File: config.mk
export PLATFORM = sky130hd
export DESIGN_NAME = ins_fetch_seq
export DESIGN_NICKNAME = d
export VERILOG_FILES = /design/src/rtl/ins_fetch_pkg.sv /design/src/rtl/fetch_byte_shifter.sv /design/src/rtl/ins_fetch_seq.sv
export SDC_FILE = /design/constraint.sdc
export NUM_CORES = 1
export LEC_CHECK = 0
export BUFFER_PORTS_ARGS = -buffer_cell sky130_fd_sc_hd__buf_4
export CAP_MARGIN = 20
export CORE_MARGIN = 1.5
export CORE_UTILIZATION = 54
export CTS_CLUSTER_DIAMETER = 150
export DETAILED_ROUTE_END_ITERATION = 16
export HOLD_SLACK_MARGIN = 0.15
export PLACE_DENSITY = 0.88
export SETUP_SLACK_MARGIN = 0.15
export SLEW_MARGIN = 0
export SYNTH_ARGS = -nofsm -noshare
export SYNTH_HDL_FRONTEND = slang
export SYNTH_HIERARCHICAL = 1
export SYNTH_SLANG_ARGS = --single-unit
File: constraint.sdc
create_clock -name clk -period 2.15 [get_ports clk]
set_clock_uncertainty 0.2 [all_clocks]
set_input_delay 0.3225 -clock clk [delete_from_list [all_inputs] [get_ports clk]]
set_output_delay 0.3225 -clock clk [all_outputs]
set_load 0.02 [all_outputs]
File: src/rtl/ins_fetch_pkg.sv
// ins_fetch_pkg: shared types and constants for the instruction fetch sequencer.
package ins_fetch_pkg;
  typedef enum logic [1:0] {FETCH, VALID, HALT} state_t;
  localparam int INSN_BYTES = 4;
  localparam int BYTE_W = 8;
  localparam logic [31:0] DEF_RESET_PC = 32'h0000_0000;
endpackage

File: src/rtl/fetch_byte_shifter.sv
// fetch_byte_shifter: big-endian byte assembler, first byte in lands in the top byte.
module fetch_byte_shifter
  import ins_fetch_pkg::*;
(
  input  logic                           clk,
  input  logic                           rst_n,
  input  logic                           en,
  input  logic                           clr,
  input  logic [BYTE_W-1:0]              din,
  output logic [INSN_BYTES*BYTE_W-1:0]   dout
);
  always_ff @(posedge clk or negedge rst_n)
    if (!rst_n) dout <= '0;
    else if (clr) dout <= '0;
    else if (en) dout <= {dout[(INSN_BYTES-1)*BYTE_W-1:0], din};
endmodule

File: src/rtl/ins_fetch_seq.sv
// ins_fetch_seq: byte-serial instruction fetch with valid/ready output and PC redirect.
// Optional FETCH_STATS_EN adds fetch_cnt/stall_cnt counters.
module ins_fetch_seq
  import ins_fetch_pkg::*;
#(
  parameter int          ADDR_W   = 8,
  parameter logic [31:0] RESET_PC = DEF_RESET_PC
) (
  input  logic              clk,
  input  logic              rst_n,
  output logic              mem_rd,
  output logic [ADDR_W-1:0] mem_addr,
  input  logic [7:0]        mem_rdata,
  output logic              ins_valid,
  input  logic              ins_ready,
  output logic [31:0]       ins,
  output logic [31:0]       ins_pc,
  input  logic              redirect,
  input  logic [31:0]       redirect_pc,
  output logic              align_err
`ifdef FETCH_STATS_EN
  ,
  output logic [31:0]       fetch_cnt,
  output logic [31:0]       stall_cnt
`endif
);
  state_t state, nstate;
  logic [2:0] k, nk;
  logic [31:0] pc;
  logic [ADDR_W-1:0] last_addr;
  logic capture, misaligned, accept, last_byte;
  assign misaligned = redirect && redirect_pc[1:0] != 2'b00;
  assign accept = state == VALID && ins_ready;
  assign last_byte = state == FETCH && k == 3'(INSN_BYTES);
  always_ff @(posedge clk or negedge rst_n)
    if (!rst_n) begin
      state <= FETCH;
      k <= '0;
    end else begin
      state <= nstate;
      k <= nk;
    end
  always_comb begin
    nstate = redirect ? (misaligned ? HALT : FETCH) :
             state == FETCH ? (last_byte ? VALID : FETCH) :
             accept ? FETCH : state;
    nk = (!redirect && state == FETCH && !last_byte) ? k + 3'd1 : 3'd0;
  end
  // Reset gates the strobe so memory sees no read while held in reset.
  always_comb begin
    mem_rd = rst_n && state == FETCH && !last_byte;
    mem_addr = mem_rd ? pc[ADDR_W-1:0] + ADDR_W'(k) : last_addr;
    ins_valid = state == VALID;
    capture = state == FETCH && k != 3'd0 && !redirect;
  end
  always_ff @(posedge clk or negedge rst_n)
    if (!rst_n) begin
      pc <= RESET_PC;
      ins_pc <= '0;
      last_addr <= '0;
      align_err <= 1'b0;
    end else begin
      if (redirect) begin
        align_err <= misaligned;
        if (!misaligned) pc <= redirect_pc;
      end else if (accept) pc <= pc + 32'(INSN_BYTES);
      if (last_byte && !redirect) ins_pc <= pc;
      if (mem_rd) last_addr <= mem_addr;
    end
  fetch_byte_shifter u_shift (
    .clk  (clk),
    .rst_n(rst_n),
    .en   (capture),
    .clr  (redirect),
    .din  (mem_rdata),
    .dout (ins)
  );
`ifdef FETCH_STATS_EN
  always_ff @(posedge clk or negedge rst_n)
    if (!rst_n) begin
      fetch_cnt <= '0;
      stall_cnt <= '0;
    end else begin
      if (accept) fetch_cnt <= fetch_cnt + 32'd1;
      if (state == VALID && !ins_ready) stall_cnt <= stall_cnt + 32'd1;
    end
`endif
endmodule
## Yosys cells after proc, flatten, opt, wreduce, memory -nomap -nowiden

Index checks and enable logic that the tools add are counted.

| cells by class | value |
|---|---|
| add/subtract/negate cells | 3 |
| equality and inequality tests | 3 |
| muxes and demuxes | 12 |
| reduce and logical (&&, ||, !) cells | 19 |

Operator list:

| kind | count |
|---|---|
| $mux W32 | 5 |
| $add A32 B3 Y32 const B | 1 |
| $logic_and A1 B1 Y1 | 10 |
| $add A8 B3 Y8 | 1 |
| $mux W2 | 4 |
| $mux W8 | 1 |
| $reduce_bool A2 Y1 | 3 |
| $reduce_bool A3 Y1 | 2 |
| $add A3 B1 Y3 const B | 1 |
| $eq A3 B3 Y1 const B | 1 |
| $mux W3 | 1 |
| $eq A2 B1 Y1 const B | 1 |
| $logic_not A1 Y1 | 2 |
| $logic_not A2 Y1 | 1 |
| $ne A2 B2 Y1 const B | 1 |
| $reduce_and A2 Y1 | 1 |
| $mux W1 | 1 |

| word-level totals | value |
|---|---|
| register bits | 110 |
| input port bits | 44 |
| output and inout bits | 75 |
| word-level logic and storage cells | 44 |

## Logic depth before layout (Yosys ltp)

Gate-level depths: netlist of the first run.

| depth | value |
|---|---|
| depth in word-level cells | 5 |
| depth in mapped cells | 8 |
| depth with buffers taken out | 7 |

## Modules after synthesis

Netlist of the first run, hierarchy kept.

Modules (own cells, without submodules):

| module | instances | cells an instance | area each (µm²) | seq. area each (µm²) |
|---|---|---|---|---|
| ins_fetch_seq | 1 | 402 | 4015.1 | 1951.9 |
| fetch_byte_shifter | 1 | 103 | 1323.8 | 800.8 |

## Worst setup path before layout of the first run

OpenSTA, ideal clock, no wires.

| timing path | value |
|---|---|
| path type | flip-flop to output port |
| start | reg k[0] |
| end | out mem_addr[6] |
| data arrival time | 1853 ps |
| data required time | 1627 ps |
| slack | -225 ps |
| stages on the path, launching flop included | 8 |
| path buffers | 0 |
| cell sequence | dfrtp_1 > ha_1 > inv_1 > fa_1 > nor2b_1 > o2111ai_1 > xor2_1 > o21ai_0 |

| on the way | value |
|---|---|
| word-level cells in the longest chain between the ends | 5 |
| elaborated cells on any way between the ends | 6 |
| those cells by class | add/sub: 1; eq/ne: 1; mux: 1; reduce/logical: 3 |

Ends and longest elaborated chain:

| element | line | RTL |
|---|---|---|
| from (decl) | ins_fetch_seq.sv:28 | `logic [2:0] k, nk;` |
| from (signal assigned) | ins_fetch_seq.sv:41 | `k <= nk;` |
| parallel branches: the longest is 4 deep, another holds $add A8 B3 Y8 | - |  |
| $mux W8 * | ins_fetch_seq.sv:52 | `mem_addr = mem_rd ? pc[ADDR_W-1:0] + ADDR_W'(k) : last_addr;` |
| to (decl) | ins_fetch_seq.sv:12 | `output logic [ADDR_W-1:0] mem_addr,` |

Mark *: on every way between the ends.

## Worst setup path in the final report of the first run

| timing path | value |
|---|---|
| start | reg pc[0] |
| end | out mem_addr[6] |

| on the way | value |
|---|---|
| word-level cells in the longest chain between the ends | 2 |

Ends and longest elaborated chain:

| element | line | RTL |
|---|---|---|
| from (decl) | ins_fetch_seq.sv:29 | `logic [31:0] pc;` |
| from (signal assigned) | ins_fetch_seq.sv:65 | `if (!misaligned) pc <= redirect_pc;` |
| from (signal assigned) | ins_fetch_seq.sv:66 | `end else if (accept) pc <= pc + 32'(INSN_BYTES);` |
| $add A8 B3 Y8 | ins_fetch_seq.sv:52 |  |
| $mux W8 | ins_fetch_seq.sv:52 |  |

Every way passes these cells.

==> metrics.txt, run 1 <==
status=finished with violations; violated checks=negative setup slack; CTS H-Tree Depth=3; placed cells=755; final hold slack=0.177 ns; Synth Register Bits=110; clock latency on the worst-skew pair=0.38 ns; fmax=372 MHz; most common cell in the synthesized netlist=dfrtp_1; Top Ports=119; Routed wire per std cell=20.4 µm; pwr dens=572 mW/mm²; post-synth cell types=58; # diodes=0; asr flop ratio synth=1.00; GRT Util Overall=0.280; CP Class=reg -> out; maxcap violations=0; Place WS=-0.104 ns; EDFF count, synth=0; CTS tree=yes; Clock Tree Buf Depth=2; Root Buffer=clkbuf_8; setup TNS=-3.09 ns; Final nets=749; Critical Path Start=pc[0]$_DFFE_PN0P_; IO buf count=118; GPL Wtd Cong=0.843; Worst Path Max Fanout=2; wl on met1=6600 µm; Initial Util=0.551; Rel. slew slack=0.597; Net Count, Synth=556; drc violations=0; Tot Pwr=4.47 mW; largest net degree at the start of global routing=111; Syn. warnings=6; Row Count=36; Area growth syn-to-layout=46.2%; total iterations of the first detailed-routing run=6; top sig layer=met4; vias in the first global route=4577; Hold Path Class=in -> reg; CP endpoint kind=primary output; Synth area leaders=dfrtp_1 (52%), mux2_2 (7.2%), mux2i_1 (6.9%); TritonCTS Sinks=110; Synth Cell Area=0.00534 mm²; Max Transition Viols Final=0; final core occ=0.806; startpoint types=register; met2 wire length=8550 µm; Synth top area share=0.516; list of most frequent post-synthesis cells=dfrtp_1 (110), nor2_1 (65), mux2i_1 (37); Primary FF master, synth=dfrtp_1; Arr. time, crit path=2.17 ns; post-route cell area=0.00781 mm²; worst vdd ir=0.000395 V; r2r startpoint=k[0]$_DFF_PN0_; Worst Min Path Start=redirect; Placed Area=0.00654 mm²; Avg Inst Size Synth=10.6 µm²; Finished Layout Cells=834; Syn Inst Count=505; core area=0.00968 mm²; clock transition at the registers of the reported paths=0.10 ns; Final period util=1.25; initial antenna violation count=0; worst-margin pin slew=0.605 ns; final hold viol count=0; die width=102 µm; unrepaired setup endpoints after global routing=yes; Detailed Route WL=17000 µm; Lkg Pwr=3.61 nW; ratio of cells with drive above 1 in the final layout=0.402; Die ar.=0.0105 mm²; first-pass GRT wire length=22600 µm; total CTS buffers=9; via density per instance=6.02; post-route ant nets=0; Final min period=2.69 ns; post-synthesis sequential area ratio=0.516; via count of the routed design=5021; initial DRC count=443; Final Setup Violations=9; HPWL after DPL=8850 µm; CP Data Required Time=1.63 ns; Die Ht=102 µm; WL met3=1340 µm; total gr overflow=0; Setup WS post-layout=-0.539 ns; Synth area leader=dfrtp_1
-- critical path, stage by stage (launching register included) --
cell       delay [ns]
dfrtp_1          0.38
ha_2             0.20
inv_2            0.04
fa_2             0.36
nor2b_4          0.15
o2111ai_2        0.13
xor2_1           0.20
o21ai_2          0.19
buf_6            0.14
-- layout make-up --
class                      count  area, µm²
inverter                      11       46.3
multi-input combinational    351       2680
timing repair buffer         215       1990
tap                          133        166
fill                         501       1880
clock buffer                  13        149
clock inverter                 1       7.51
sequential                   110       2760
-- layer usage --
metal | vias up | GRT usage
li1 | 2188 | -
met1 | 2450 | 0.361
met2 | 330 | 0.455
met3 | 53 | 0.0581
met4 | 0 | 0.133
met5 | - | 0
-- kinds of logic after synthesis --
logic type / after synthesis / share of synthesized area
and+or+nand+nor: 169 / 0.157
xor gates and xnor gates: 7 / 0.0115
DFF: 110 / 0.516
adders and majority gates: 7 / 0.0178
AOI/OAI and AO/OA: 97 / 0.111
buffers and inverters: 44 / 0.0459
muxes: 71 / 0.141
-- cells in the final DEF (no fill, tap or decap), types with 4 or more instances in the layout --
cell | netlist | routed
dlygate4sd3_1 | 0 | 39
buf_12 | 3 | 7
o22ai_1 | 8 | 8
nor4_1 | 5 | 4
clkbuf_16 | 0 | 5
clkbuf_8 | 0 | 10
buf_6 | 1 | 14
mux2_4 | 0 | 31
buf_4 | 4 | 147
dfrtp_2 | 0 | 8
dfrtp_1 | 110 | 102
nor3_1 | 5 | 4
o21ai_1 | 0 | 7
nand2_1 | 34 | 29
nor2_1 | 65 | 59
nand3_1 | 20 | 19
o21ai_0 | 35 | 25
nand4_1 | 7 | 7
a21oi_1 | 24 | 22
inv_1 | 11 | 7
mux2i_1 | 37 | 35
and3_1 | 10 | 10
nor2_2 | 1 | 5
a22oi_1 | 6 | 6
-- path summary, 6_finish.rpt --
path | end | slack, ns | cells after the start
max | mem_addr[6] | -0.54 | 8
min | pc[22]$_DFFE_PN0P_ | 0.18 | 3
max reg2reg | ins_pc[29]$_DFFE_PN0P_ | 0.04 | 10
min reg2reg | last_addr[5]$_DFFE_PN0P_ | 0.30 | 2
max in group asynchronous | pc[5]$_DFFE_PN0P_ | 0.82 | 3
min in group asynchronous | ins_pc[1]$_DFFE_PN0P_ | 0.43 | 3
-- report_power, final --
| part | total (mW) | switching (mW) | internal, mW |
|---|---|---|---|
| clock | 1.12 | 0.678 | 0.444 |
| sequential | 2.38 | 0.171 | 2.21 |
| combinational | 0.966 | 0.521 | 0.446 |
-- flip-flops by register name, summed over array words and instances, names as in the netlist --
signal	count
state	2
ins_pc	32
last_addr	8
k	3
u_shift/dout	32
pc	32
align_err	1
-- timing repair --
| action | CTS | global route |
|---|---|---|
| endpoints found under the hold margin | 148 | 0 |
| cloned | 2 | 6 |
| setup buffers | 4 | 14 |
| endpoints found under the setup margin | 11 | 64 |
| pin swaps | 10 | 19 |
| resized for setup | 31 | 73 |
| hold buffers | 39 | 0 |
No activity file was read; power rests on OpenSTA's default activity.
==> run 2, diff against run 1 <==
--- a/config.mk
+++ b/config.mk
@@ -9,9 +9,9 @@
 export CAP_MARGIN = 20
 export CORE_MARGIN = 1.5
-export CORE_UTILIZATION = 54
+export CORE_UTILIZATION = 25
 export CTS_CLUSTER_DIAMETER = 150
 export DETAILED_ROUTE_END_ITERATION = 16
 export HOLD_SLACK_MARGIN = 0.15
-export PLACE_DENSITY = 0.88
+export PLACE_DENSITY = 0.51
 export SETUP_SLACK_MARGIN = 0.15
 export SLEW_MARGIN = 0
==> constraint.sdc (replaced) <==
create_clock -name clk -period 2.15 [get_ports clk]
set_clock_uncertainty 0.2 [all_clocks]
set_input_delay 0.43 -clock clk [delete_from_list [all_inputs] [get_ports clk]]
set_output_delay 0.43 -clock clk [all_outputs]
set_load 0.02 [all_outputs]
==> metrics.txt, run 2 (synthesis results as in run 1) <==
Max Transition Viols Final=0 (unchanged); violated checks=negative setup slack; Detailed Route WL=16400 µm (-3.7%); Root Buffer=clkbuf_16; total CTS buffers=9 (unchanged); largest registers=ins_pc: 32 flops, pc: 32 flops, u_shift/dout: 32 flops; Fillers=2052 (+310%); Worst Path Max Fanout=3 (+1); Routed wire per std cell=16.9 µm (-17%); Setup WS post-layout=-0.528 ns (+0.0115 ns); Hold Path Class=in -> reg; most frequent cells in the layout=buf_4 (146), dfrtp_1 (104), nor2_1 (60); status=finished with violations; Final Setup Violations=9 (unchanged); pwr dens=647 mW/mm² (+13%); CP endpoint kind=primary output; Rel. slew slack=0.534 (-0.0620); CP Class=reg -> out; CTS tree=yes; Crit path max-delay family=compound AO/OA/AOI/OAI gates; Row Count=53 (+47%); final hold viol count=0 (unchanged); Tot Pwr=5.33 mW (+19%); unrepaired setup endpoints after global routing=yes; Initial Util=0.255 (-0.297); worst r2r dst=pc[24]$_DFFE_PN0P_; maxcap violations=0 (unchanged); clock latency on the worst-skew pair=0.35 ns (-0.03 ns); GPL Wtd Cong=0.792 (-6.0%); fmax=373 MHz (+0.43%); Final min period=2.68 ns (-0.0115 ns); Lkg Pwr=3.74 nW (+3.5%); via count of the routed design=4585 (-8.7%); clock transition at the registers of the reported paths=0.08 ns (-0.02 ns); first-pass GRT wire length=24500 µm (+8.2%); Stages on worst setup path=8 (unchanged); critical path endpoint=mem_addr[5]; drc violations=0 (unchanged); GRT Util Overall=0.141 (-0.139); HPWL after DPL=10300 µm (+17%); Area growth syn-to-layout=54.2%; IO buf count=118 (unchanged); Die Ht=149 µm (+46%); Top Ports=119 (unchanged); largest net degree at the start of global routing=111 (unchanged); Arr. time, crit path=2.05 ns (-0.12 ns); crit path buf inv count=2 (unchanged); Final nets=738 (-1.5%); final hold slack=0.170 ns (-0.00692 ns); Die ar.=0.0222 mm² (+110%); total gr overflow=0 (unchanged); Sequential Area=0.00276 mm² (about the same); worst-margin pin slew=0.698 ns (+0.0930 ns); CP cell instances=ha_4 > buf_4 > a21o_1 > a21oi_4 > nor2_2 > xnor2_1 > o21ai_2 > buf_6; Multi-input gate area=0.00280 mm² (+4.3%); die width=149 µm (+46%); CP max stage delay=0.41 ns (+0.03 ns); Critical-path top delay cell=dfrtp_1; vias in the first global route=4584 (+0.15%); commonest non-fill, non-tap cell in the layout=buf_4; Clock Tree Buf Depth=2 (unchanged); initial DRC count=213 (-52%); worst vdd ir=0.000290 V (-27%); r2r setup slk=0.01 ns (-0.03 ns); startpoint types=register; Critical Path Start=pc[0]$_DFFE_PN0P_; CTS H-Tree Depth=3 (unchanged); ratio of cells with drive above 1 in the final layout=0.455 (+0.0529); via density per instance=4.74 (-21%); initial antenna violation count=0 (unchanged); # diodes=0 (unchanged); post-route ant nets=0 (unchanged); CP Data Required Time=1.52 ns (-0.11 ns); total iterations of the first detailed-routing run=4 (-2); core area=0.0210 mm² (+120%); Final period util=1.25 (-0.00537); r2r startpoint=pc[2]$_DFFE_PN0P_; R2R depth=10 (unchanged); TritonCTS Sinks=110 (unchanged)
## run 2: worst min-delay path by stage
stage                                    end  cells after the start                      from  slack [ns]
floorplan              align_err$_DFFE_PN0P_                      0                     rst_n       -0.07
global placement    last_addr[0]$_DFFE_PN0P_                      2  last_addr[0]$_DFFE_PN0P_        0.26
detailed placement  last_addr[0]$_DFFE_PN0P_                      2  last_addr[0]$_DFFE_PN0P_        0.28
CTS                       pc[27]$_DFFE_PN0P_                      3           redirect_pc[27]        0.15
global route              pc[27]$_DFFE_PN0P_                      3           redirect_pc[27]        0.17
finish                     pc[2]$_DFFE_PN0P_                      3            redirect_pc[2]        0.17
## run 2: area by class of cell
| class | instances | share of cell area |
|---|---|---|
| Sequential cell | 110 | 0.335 |
| Timing Repair Buffer | 204 | 0.235 |
| Inverter | 11 | 0.00562 |
| Multi-Input combinational cell | 351 | 0.340 |
| Tap cell | 275 | 0.0418 |
| Clock inverter | 6 | 0.0132 |
| Clock buffer | 10 | 0.0290 |
## run 2: metrics by stage
| step | setup TNS [ns] | setup WS, ns | instances | utilization | instance area, µm² |
|---|---|---|---|---|---|
| 2_1_floorplan | -0.0619 | -0.0598 | 505 | - | 5380 |
| 3_3_place_gp | -0.349 | -0.136 | 906 | 0.326 | 6820 |
| 3_5_place_dp | -0.510 | -0.152 | 906 | 0.326 | 6820 |
| 4_1_cts | -3.39 | -0.527 | 946 | 0.365 | 7640 |
| 5_1_grt | -5.63 | -0.619 | 967 | 0.393 | 8230 |
| 6_report | -3.54 | -0.528 | 967 | 0.393 | 8230 |
## run 2: tightest hold or removal path, stage by stage
cell and delay, ns:
buf_4 0.09, a211oi_1 0.06, a21oi_1 0.10
## run 2: timing repair
action                                  CTS  global route
pin swaps                                19            31
buffers inserted                          9            16
endpoints found under the setup margin   53            64
hold buffers                             12             0
cloned                                    3             5
gates resized for setup                  56            80
endpoints found under the hold margin   121             0
## run 2: report_power, final
part           switching (mW)  total [mW]  internal, mW
combinational           0.516        1.00         0.485
clock                   0.789        1.96          1.17
sequential              0.160        2.37          2.21
## run 2: metal layers
layer	GRT usage	wire length (µm)
met1	0.182	7350
met2	0.236	8120
met3	0.0257	661
met4	0.0495	218
met5	0	0
==> run 3, diff against run 2 <==
CORE_MARGIN = 2   (was 1.5)
PLACE_DENSITY = 0.52   (was 0.51)
REMOVE_ABC_BUFFERS = 1   (was not set)
clock period = 2.2 ns   (was 2.15 ns; I/O delays follow)
==> metrics.txt, run 3 (synthesis results as in run 1) <==
Worst Min Path Start=redirect_pc[26]; Routed wire per std cell=16.4 µm (-3.3%); worst-margin pin slew=0.645 ns (-0.0534 ns); status=finished with violations; worst vdd ir=0.000410 V (+41%); GRT Util Overall=0.139 (-0.00203); final hold viol count=0 (unchanged); Final nets=735 (-0.41%); total CTS buffers=9 (unchanged); startpoint types=register; fmax=373 MHz; first-pass GRT wire length=24300 µm (-0.65%); total gr overflow=0 (unchanged); final hold slack=0.166 ns (-0.00390 ns); total iterations of the first detailed-routing run=4 (unchanged); unrepaired setup endpoints after global routing=yes; Clock Tree Buf Depth=2 (unchanged); CP Class=reg -> out; Final period util=1.22; Tot Pwr=4.76 mW (-11%); post-route ant nets=0 (unchanged); Die ar.=0.0225 mm² (+1.3%); pwr dens=607 mW/mm² (-6.1%); Rel. slew slack=0.570 (+0.0356); Critical Path Start=pc[0]$_DFFE_PN0P_; via density per instance=4.71 (-0.59%); Root Buffer=clkbuf_16; IO buf count=118 (unchanged); setup TNS=-6.56 ns (-3.03 ns); GPL Wtd Cong=0.740 (-6.6%); via count of the routed design=4539 (-1.0%); CP Data Required Time=1.56 ns (+0.04 ns); TritonCTS Sinks=110 (unchanged); Final Setup Violations=41 (+32); commonest non-fill, non-tap cell in the layout=buf_4; Hold Path Class=in -> reg; r2r setup slk=-0.12 ns (-0.13 ns); r2r startpoint=k[0]$_DFF_PN0_; CTS H-Tree Depth=3 (unchanged); clock latency on the worst-skew pair=0.36 ns (about the same); Worst Path Max Fanout=2 (-1); CTS tree=yes; initial antenna violation count=0 (unchanged); drc violations=0 (unchanged); Max Transition Viols Final=0 (unchanged); Detailed Route WL=15700 µm (-3.7%); violated checks=negative setup slack; Lkg Pwr=3.62 nW (-3.3%); Initial Util=0.254 (-0.000804); clock transition at the registers of the reported paths=0.08 ns (about the same); Setup WS post-layout=-0.482 ns (+0.0462 ns); die width=150 µm (+0.67%); Final min period=2.68 ns; initial DRC count=169 (-21%); HPWL after DPL=10600 µm (+2.4%); CP endpoint kind=primary output; Place WS=-0.269 ns (-0.117 ns); most frequent cells in the layout=buf_4 (161), dfrtp_1 (102), nor2_1 (62); Top Ports=119 (unchanged); vias in the first global route=4468 (-2.5%); core area=0.0210 mm² (+0.32%); Arr. time, crit path=2.04 ns (about the same); ratio of cells with drive above 1 in the final layout=0.427 (-0.0279); Fillers=2054 (+0.097%); Row Count=53 (unchanged); maxcap violations=0 (unchanged); largest registers=ins_pc: 32 flops, pc: 32 flops, u_shift/dout: 32 flops; largest net degree at the start of global routing=111 (unchanged); # diodes=0 (unchanged); Area growth syn-to-layout=46.9%; Die Ht=150 µm (+0.67%)
-- run 3: layout make-up --
| class | instances | area, µm² | area share |
|---|---|---|---|
| clock buffer | 9 | 225 | 0.0287 |
| clock inverter | 6 | 48.8 | 0.00622 |
| inverter | 11 | 56.3 | 0.00718 |
| multi-input combinational | 351 | 2580 | 0.329 |
| sequential | 110 | 2760 | 0.352 |
| tap | 275 | 344 | 0.0439 |
| timing repair buffer | 201 | 1830 | 0.233 |
-- run 3: critical path, stage by stage (launching register included) --
cell and delay [ns]:
dfrtp_1 0.40, ha_4 0.16, inv_2 0.04, fa_2 0.36, nor2b_4 0.13, o2111ai_2 0.11
xor2_1 0.17, o21ai_1 0.15, buf_4 0.16
-- run 3: worst paths after layout --
path | end | depth (start not counted)
worst max register to register | ins_pc[1]$_DFFE_PN0P_ | 12
min in group asynchronous | last_addr[1]$_DFFE_PN0P_ | 3
worst min-delay path | pc[26]$_DFFE_PN0P_ | 3
worst max-delay path | mem_addr[6] | 8
max in group asynchronous | pc[17]$_DFFE_PN0P_ | 3
worst min register to register | last_addr[5]$_DFFE_PN0P_ | 2
-- run 3: through the flow --
| step | std cells | area (µm²) | utilization |
|---|---|---|---|
| global placement | 908 | 6790 | 0.323 |
| global route | 963 | 7840 | 0.373 |
| detailed placement | 908 | 6790 | 0.323 |
| CTS | 945 | 7530 | 0.358 |
| floorplan | 472 | 5130 | - |
| finish | 963 | 7840 | 0.373 |
-- run 3: report_power, final --
| part | internal (mW) | total, mW | switching [mW] |
|---|---|---|---|
| registers | 2.16 | 2.31 | 0.155 |
| logic | 0.411 | 0.875 | 0.464 |
| clock network | 0.774 | 1.58 | 0.802 |
-- run 3: routing by layer --
layer,vias to the layer above,GRT usage,share of wire
li1,2154,-,-
met1,2251,0.180,0.44
met2,122,0.235,0.50
met3,12,0.0327,0.054
met4,0,0.0354,0.0097
met5,-,0,0
-- run 3: repair_timing --
action,4_1_cts,5_1_grt
setup buffers,7,16
endpoints found under the hold margin,119,0
gates resized for setup,53,38
setup endpoints to repair,20,83
pin swaps,13,15
hold buffers,10,0
gates cloned,5,2
